===== config.mk =====
export PLATFORM = sky130hd
export DESIGN_NAME = led_receiver
export DESIGN_NICKNAME = d
export VERILOG_FILES = /design/src/rtl/led_receiver.sv
export SDC_FILE = /design/constraint.sdc
export NUM_CORES = 1
export LEC_CHECK = 0
export CAP_MARGIN = 20
export CORE_MARGIN = 8
export CORE_UTILIZATION = 50
export CTS_BUF_LIST = sky130_fd_sc_hd__clkbuf_8
export DETAILED_ROUTE_END_ITERATION = 8
export GPL_TIMING_DRIVEN = 0
export HOLD_SLACK_MARGIN = 0.12
export PLACE_DENSITY = 0.71
export SLEW_MARGIN = 25
export SYNTH_ARGS = -nofsm -noshare
export SYNTH_HDL_FRONTEND = slang
export SYNTH_SLANG_ARGS = --single-unit

===== constraint.sdc =====
create_clock -name clk_in -period 4.85 [get_ports clk_in]
set_input_delay 1.455 -clock clk_in [delete_from_list [all_inputs] [get_ports clk_in]]
set_output_delay 1.455 -clock clk_in [all_outputs]
set_load 0.05 [all_outputs]

===== src/rtl/led_receiver.sv =====
// led_receiver: decodes a WS2812B strand into one GRB word per LED,
// with frames delimited by long low gaps on the line.
module led_receiver #(
   parameter int CLOCK_SPEED = 100_000_000,
   parameter int NUM_LEDS    = 20
) (
   input  logic                        clk_in,
   input  logic                        rst_in,
   input  logic                        strand_in,
   output logic [7:0]                  green_out,
   output logic [7:0]                  red_out,
   output logic [7:0]                  blue_out,
   output logic [$clog2(NUM_LEDS)-1:0] led_index_out,
   output logic                        color_valid,
   output logic                        frame_end,
   output logic                        error_out
);

   localparam longint CS      = longint'(CLOCK_SPEED);
   localparam int     RES_CYC = int'((50_000 * CS) / 1_000_000_000);
   localparam int     T_THR   = int'((600 * CS) / 1_000_000_000);
   localparam int     T_MIN   = int'((150 * CS) / 1_000_000_000);
   localparam int     T_MAX   = int'((1_100 * CS) / 1_000_000_000);
   localparam int     CW      = $clog2(RES_CYC + 1);
   localparam int     IW      = $clog2(NUM_LEDS);

   localparam logic [CW-1:0] C_RES  = CW'(RES_CYC - 1);
   localparam logic [CW-1:0] C_THR  = CW'(T_THR);
   localparam logic [CW-1:0] C_MIN  = CW'(T_MIN);
   localparam logic [CW-1:0] C_MAX  = CW'(T_MAX - 1);
   localparam logic [IW-1:0] C_LAST = IW'(NUM_LEDS - 1);

   typedef enum logic [2:0] {
      S_WAIT = 3'd0,
      S_IDLE = 3'd1,
      S_HIGH = 3'd2,
      S_LOW  = 3'd3,
      S_DISC = 3'd4
   } state_t;

   state_t        r_state;
   logic          r_meta;
   logic          r_sync;
   logic          r_prev;
   logic [CW-1:0] r_cnt;
   logic [4:0]    r_bits;
   logic [23:0]   r_buf;
   logic [IW-1:0] r_idx;
   logic          r_full;
   logic [7:0]    r_green;
   logic [7:0]    r_red;
   logic [7:0]    r_blue;
   logic          r_valid;
   logic          r_fend;
   logic          r_err;

   logic          w_rise;
   logic          w_fall;
   logic          w_bit;
   logic [23:0]   w_word;

   assign w_rise = r_sync & ~r_prev;
   assign w_fall = ~r_sync & r_prev;
   assign w_bit  = (r_cnt >= C_THR);
   assign w_word = {r_buf[22:0], w_bit};

   always_ff @(posedge clk_in) begin
      if (rst_in) begin
         r_meta  <= 1'b0;
         r_sync  <= 1'b0;
         r_prev  <= 1'b0;
         r_state <= S_WAIT;
         r_cnt   <= '0;
         r_bits  <= '0;
         r_buf   <= '0;
         r_idx   <= '0;
         r_full  <= 1'b0;
         r_green <= '0;
         r_red   <= '0;
         r_blue  <= '0;
         r_valid <= 1'b0;
         r_fend  <= 1'b0;
         r_err   <= 1'b0;
      end else begin
         r_meta  <= strand_in;
         r_sync  <= r_meta;
         r_prev  <= r_sync;
         r_valid <= 1'b0;
         r_fend  <= 1'b0;
         r_err   <= 1'b0;

         // index advances after the pulse; the last slot saturates
         if (r_valid) begin
            if (r_idx == C_LAST) begin
               r_full <= 1'b1;
            end else begin
               r_idx <= r_idx + 1'b1;
            end
         end

         unique case (r_state)
            S_WAIT: begin
               if (r_sync) begin
                  r_cnt <= '0;
               end else if (r_cnt == C_RES) begin
                  r_cnt   <= '0;
                  r_state <= S_IDLE;
               end else begin
                  r_cnt <= r_cnt + 1'b1;
               end
            end

            S_IDLE: begin
               if (w_rise) begin
                  r_cnt   <= '0;
                  r_state <= S_HIGH;
               end
            end

            S_HIGH: begin
               if (w_fall) begin
                  r_cnt <= '0;
                  if (r_cnt < C_MIN) begin
                     r_err   <= 1'b1;
                     r_bits  <= '0;
                     r_state <= S_DISC;
                  end else if (r_bits == 5'd23) begin
                     r_bits <= '0;
                     r_buf  <= w_word;
                     if (r_full) begin
                        r_err   <= 1'b1;
                        r_state <= S_DISC;
                     end else begin
                        r_valid <= 1'b1;
                        r_green <= w_word[23:16];
                        r_red   <= w_word[15:8];
                        r_blue  <= w_word[7:0];
                        r_state <= S_LOW;
                     end
                  end else begin
                     r_bits  <= r_bits + 5'd1;
                     r_buf   <= w_word;
                     r_state <= S_LOW;
                  end
               end else if (r_cnt == C_MAX) begin
                  r_err   <= 1'b1;
                  r_bits  <= '0;
                  r_cnt   <= '0;
                  r_state <= S_DISC;
               end else begin
                  r_cnt <= r_cnt + 1'b1;
               end
            end

            S_LOW: begin
               if (w_rise) begin
                  r_cnt   <= '0;
                  r_state <= S_HIGH;
               end else if (r_cnt == C_RES) begin
                  // gap mid-word drops the partial word
                  r_fend  <= 1'b1;
                  r_err   <= (r_bits != 5'd0);
                  r_bits  <= '0;
                  r_idx   <= '0;
                  r_full  <= 1'b0;
                  r_cnt   <= '0;
                  r_state <= S_IDLE;
               end else begin
                  r_cnt <= r_cnt + 1'b1;
               end
            end

            S_DISC: begin
               if (r_sync) begin
                  r_cnt <= '0;
               end else if (r_cnt == C_RES) begin
                  r_fend  <= 1'b1;
                  r_bits  <= '0;
                  r_idx   <= '0;
                  r_full  <= 1'b0;
                  r_cnt   <= '0;
                  r_state <= S_IDLE;
               end else begin
                  r_cnt <= r_cnt + 1'b1;
               end
            end

            default: begin
               r_cnt   <= '0;
               r_state <= S_WAIT;
            end
         endcase
      end
   end

   assign green_out     = r_green;
   assign red_out       = r_red;
   assign blue_out      = r_blue;
   assign led_index_out = r_idx;
   assign color_valid   = r_valid;
   assign frame_end     = r_fend;
   assign error_out     = r_err;

endmodule


==> metrics list <==
- The run finished with clean final reports.
* Number of distinct library cells after synthesis: 55
- Leaving out fill and tap cells, the most frequent cells in the layout are dfxtp_1, nand2_1, nor2_1, clkdlybuf4s50_1, a21oi_1.
- Area of the placeable core: 0.00679 mm2
- For this design the ratio of total power to cell area is 280 mW/mm2.
* Tightest Hold Check Type: reg -> reg
* Number of filler instances in the final layout: 623
* Yosys warning count: 0
* Synth area leader: dfxtp_1
- CP max-delay cell: clkdlybuf4s50_1
- For this run the aggregate overflow at the end of global routing stands at 0.
* Final count of hold timing violations: 0
- Final wirelength: 7310 um
- Leaving out fill and tap cells, the most frequent cell in the layout is dfxtp_1.
- Post-synth top flop: dfxtp_1
- Number of antenna violations at the first check in global routing: 0
- With fillers left out, the area of the finished cells amounts to 0.00414 mm2.
- Nets: 446
- Number of enable flip-flop cells after synthesis: 0
* Post-cts repair resize count: 0
- For met3 alone, demand over resource in global routing was 3.56%.
* Instance count of the mapped netlist: 393
- Global routing usage on met1: 19.3%
- The count of buffers added on input and output ports is 33.
* First-pass GRT wire length: 12700 um
- Synthesis-stage register bit count: 80
* Setup clock skew after layout: 0.0107 ns
- First drt pass iteration count: 4
* Worst-Skew Late Latency: 0.35 ns
- The count of pins over their slew limit was 0.
* Final setup TNS: 0 ns
* Detail Placement HPWL: 5150 um
* Post-Syn Area: 0.00350 mm2
- The routed layout has 2834 vias.
- In this run the static leakage power is 1.61 nW.
- Die area: 0.00992 mm2
* DRC violations left: 0
- I/O pin total: 35
- In the final routed layout, each cell accounts on average for 13.6 um.
* Count of hold buffers inserted by post-cts repair: 0
- In the synthesized netlist the async set-or-reset flop fraction comes to 0%.
- Cell row count: 30
* Mapped Nets: 402
- Final worst setup slack: 1.77 ns
- Diodes inserted: 0
* Height of the die: 99.6 um
- For the worst setup path, the data arrival time is 1.63 ns.
- Most used routing layer: met2
- Slew HR: 33.5%
- # clock sinks: 80
* Clock buffers created by TritonCTS: 9
* Share of post-route cells with drive strength above 1: 10.2%
- For flop-to-flop paths, the worst setup slack is 2.78 ns.
* Critical Path End Type: primary output
- The critical path in this run is classified as reg -> out.
* Clock transition at path regs: 0.08 ns
* Fmax: 0.324 GHz
- Initial core utilization: 51.5%
- Data on the critical path is required at its endpoint by 3.39 ns.
- The tool flagged a number of max-cap violations equal to 0.
- In the global route stage, met2 resource usage came out at 25.3%.
- Floorplan die width: 99.6 um
- The via count of the first global-routing pass is 2743.
- For this block, the initial DRC count from the detailed router was 83.
- Dividing the detail-routed via count by the number of cells gives 5.27.
* Crit path max fanout: 6
- IR analysis of the VDD net gives a maximum drop of 0.159 mV.
* Largest net degree at the start of global routing: 16
- Final worst-path cycle share: 63.6%
- Clock tree root buffer cell: clkbuf_8
* Final core occ: 60.9%
- Sequential element share of the synthesized area: 45.8%
- Setup repair after global routing missed its margin: no
- Setup violations remaining at the end of the flow were counted as 0.
* Cells along the critical path: clkdlybuf4s50_1
- The number of buffers and inverters on the critical path is 1.
* Number of cells on the worst hold path: 1
* Most area-consuming cells after synthesis: dfxtp_1, mux2i_1, nand2_1
- The clock tree synthesis step divided the H-tree into 3 levels.
- Placed standard-cell area: 0.00395 mm2
- For the finished layout, the period the worst path requires is 3.08 ns.
* Final GP Congestion: 0.842
- Global routing used 15.7% of the available tracks.
* Delay of the slowest cell on the worst path: 0.85 ns
- The endpoint identified for the worst register-to-register timing path is red_out[2]$_SDFFE_PP0P_.
- Among cell families on the critical path, the largest total delay comes from buffers and inverters.
- Worst slack at placement: 2.07 ns
- Dividing the synthesized area by the synthesized cell count gives 8.90 um2.
- Startpoint of the lowest-slack register-to-register path: r_cnt[7]$_SDFFE_PP0P_
- CTS tree: done
- The clock passes through at most 2 buffers.
- Area fraction of the dominant cell type after synthesis: 45.8%
- Critical path startpoint category: register
- In this run the post-CTS setup repair buffer count came out at 0.
- The startpoint identified for the worst hold timing path is r_meta$_SDFF_PP0_.
- Number of nets still failing antenna checks after routing: 0
- End point of the worst hold path: r_sync$_SDFF_PP0_
- Area grow syn2layout: 18.4%
* Transition time at the pin with the least slew margin: 0.990 ns
* Worst reg-to-reg path cell count: 7
## logic make-up after synthesis
kind of cell	count (synthesis)	share of synthesized area, %
buffers and inverters	28	4.87
XOR/XNOR	10	2.51
adder cells (fa/ha/maj)	6	2.15
multiplexers	27	7.73
flip-flops	80	45.8
AND/OR/NAND/NOR	181	25.3
AO/OA/AOI/OAI	61	11.7
## worst max-delay path by stage
stage,slack [ns],to,startpoint,cells after the start
floorplan,2.36,r_cnt[3]$_SDFFE_PP0P_,rst_in,4
CTS,1.73,color_valid,color_valid$_SDFF_PP0_,1
finish,1.77,color_valid,color_valid$_SDFF_PP0_,1
global route,1.69,color_valid,color_valid$_SDFF_PP0_,1
detailed placement,2.07,r_cnt[3]$_SDFFE_PP0P_,rst_in,4
global placement,2.05,r_cnt[3]$_SDFFE_PP0P_,rst_in,4
## per-layer routing
layer / routed length [um] / vias to the layer above
li1: - / 1454
met1: 3490 / 1314
met2: 3360 / 52
met3: 314 / 14
met4: 155 / 0
met5: 0 / -
## flip-flops by register name (all words and copies together), names as in the netlist
register,count
r_bits,5
color_valid,1
frame_end,1
green_out,8
r_full,1
r_cnt,13
red_out,8
r_meta,1
r_state,3
r_sync,1
blue_out,8
r_buf,23
error_out,1
led_index_out,5
r_prev,1
## Yosys cell counts (6+ instances only)
cell type,count
nor3_1,9
nor2_1,48
nand2_1,65
dfxtp_1,80
clkbuf_1,7
nand4_1,7
inv_1,7
a21oi_1,30
nand2b_1,7
ha_1,6
xnor2_1,7
mux2i_1,27
nand3_1,10
## cell type report
cell class                      instances  area [um2]  share of cell area [%]
Sequential cell                        80        1600                    38.7
Tap cell                               96         120                    2.90
Inverter                                7        26.3                   0.635
Clock inverter                          6        50.0                    1.21
Multi-Input combinational cell        285        1730                    41.8
Clock buffer                           10         138                    3.32
Buffer                                 21         144                    3.48
Timing Repair Buffer                   33         330                    7.98
## report_power, final
part           internal, mW  switching, mW
combinational        0.0112         0.0231
sequential            0.659        0.00364
clock                 0.206          0.256
## per-stage QoR
step / std cells / hold WS (ns) / total power, mW
floorplan: 393 / 0.414 / 0.703
global placement: 522 / 0.416 / 0.712
detailed placement: 522 / 0.424 / 0.712
CTS: 538 / 0.454 / 1.17
global route: 538 / 0.461 / 1.21
finish: 538 / 0.450 / 1.16
(Power assumes the default switching activity.)
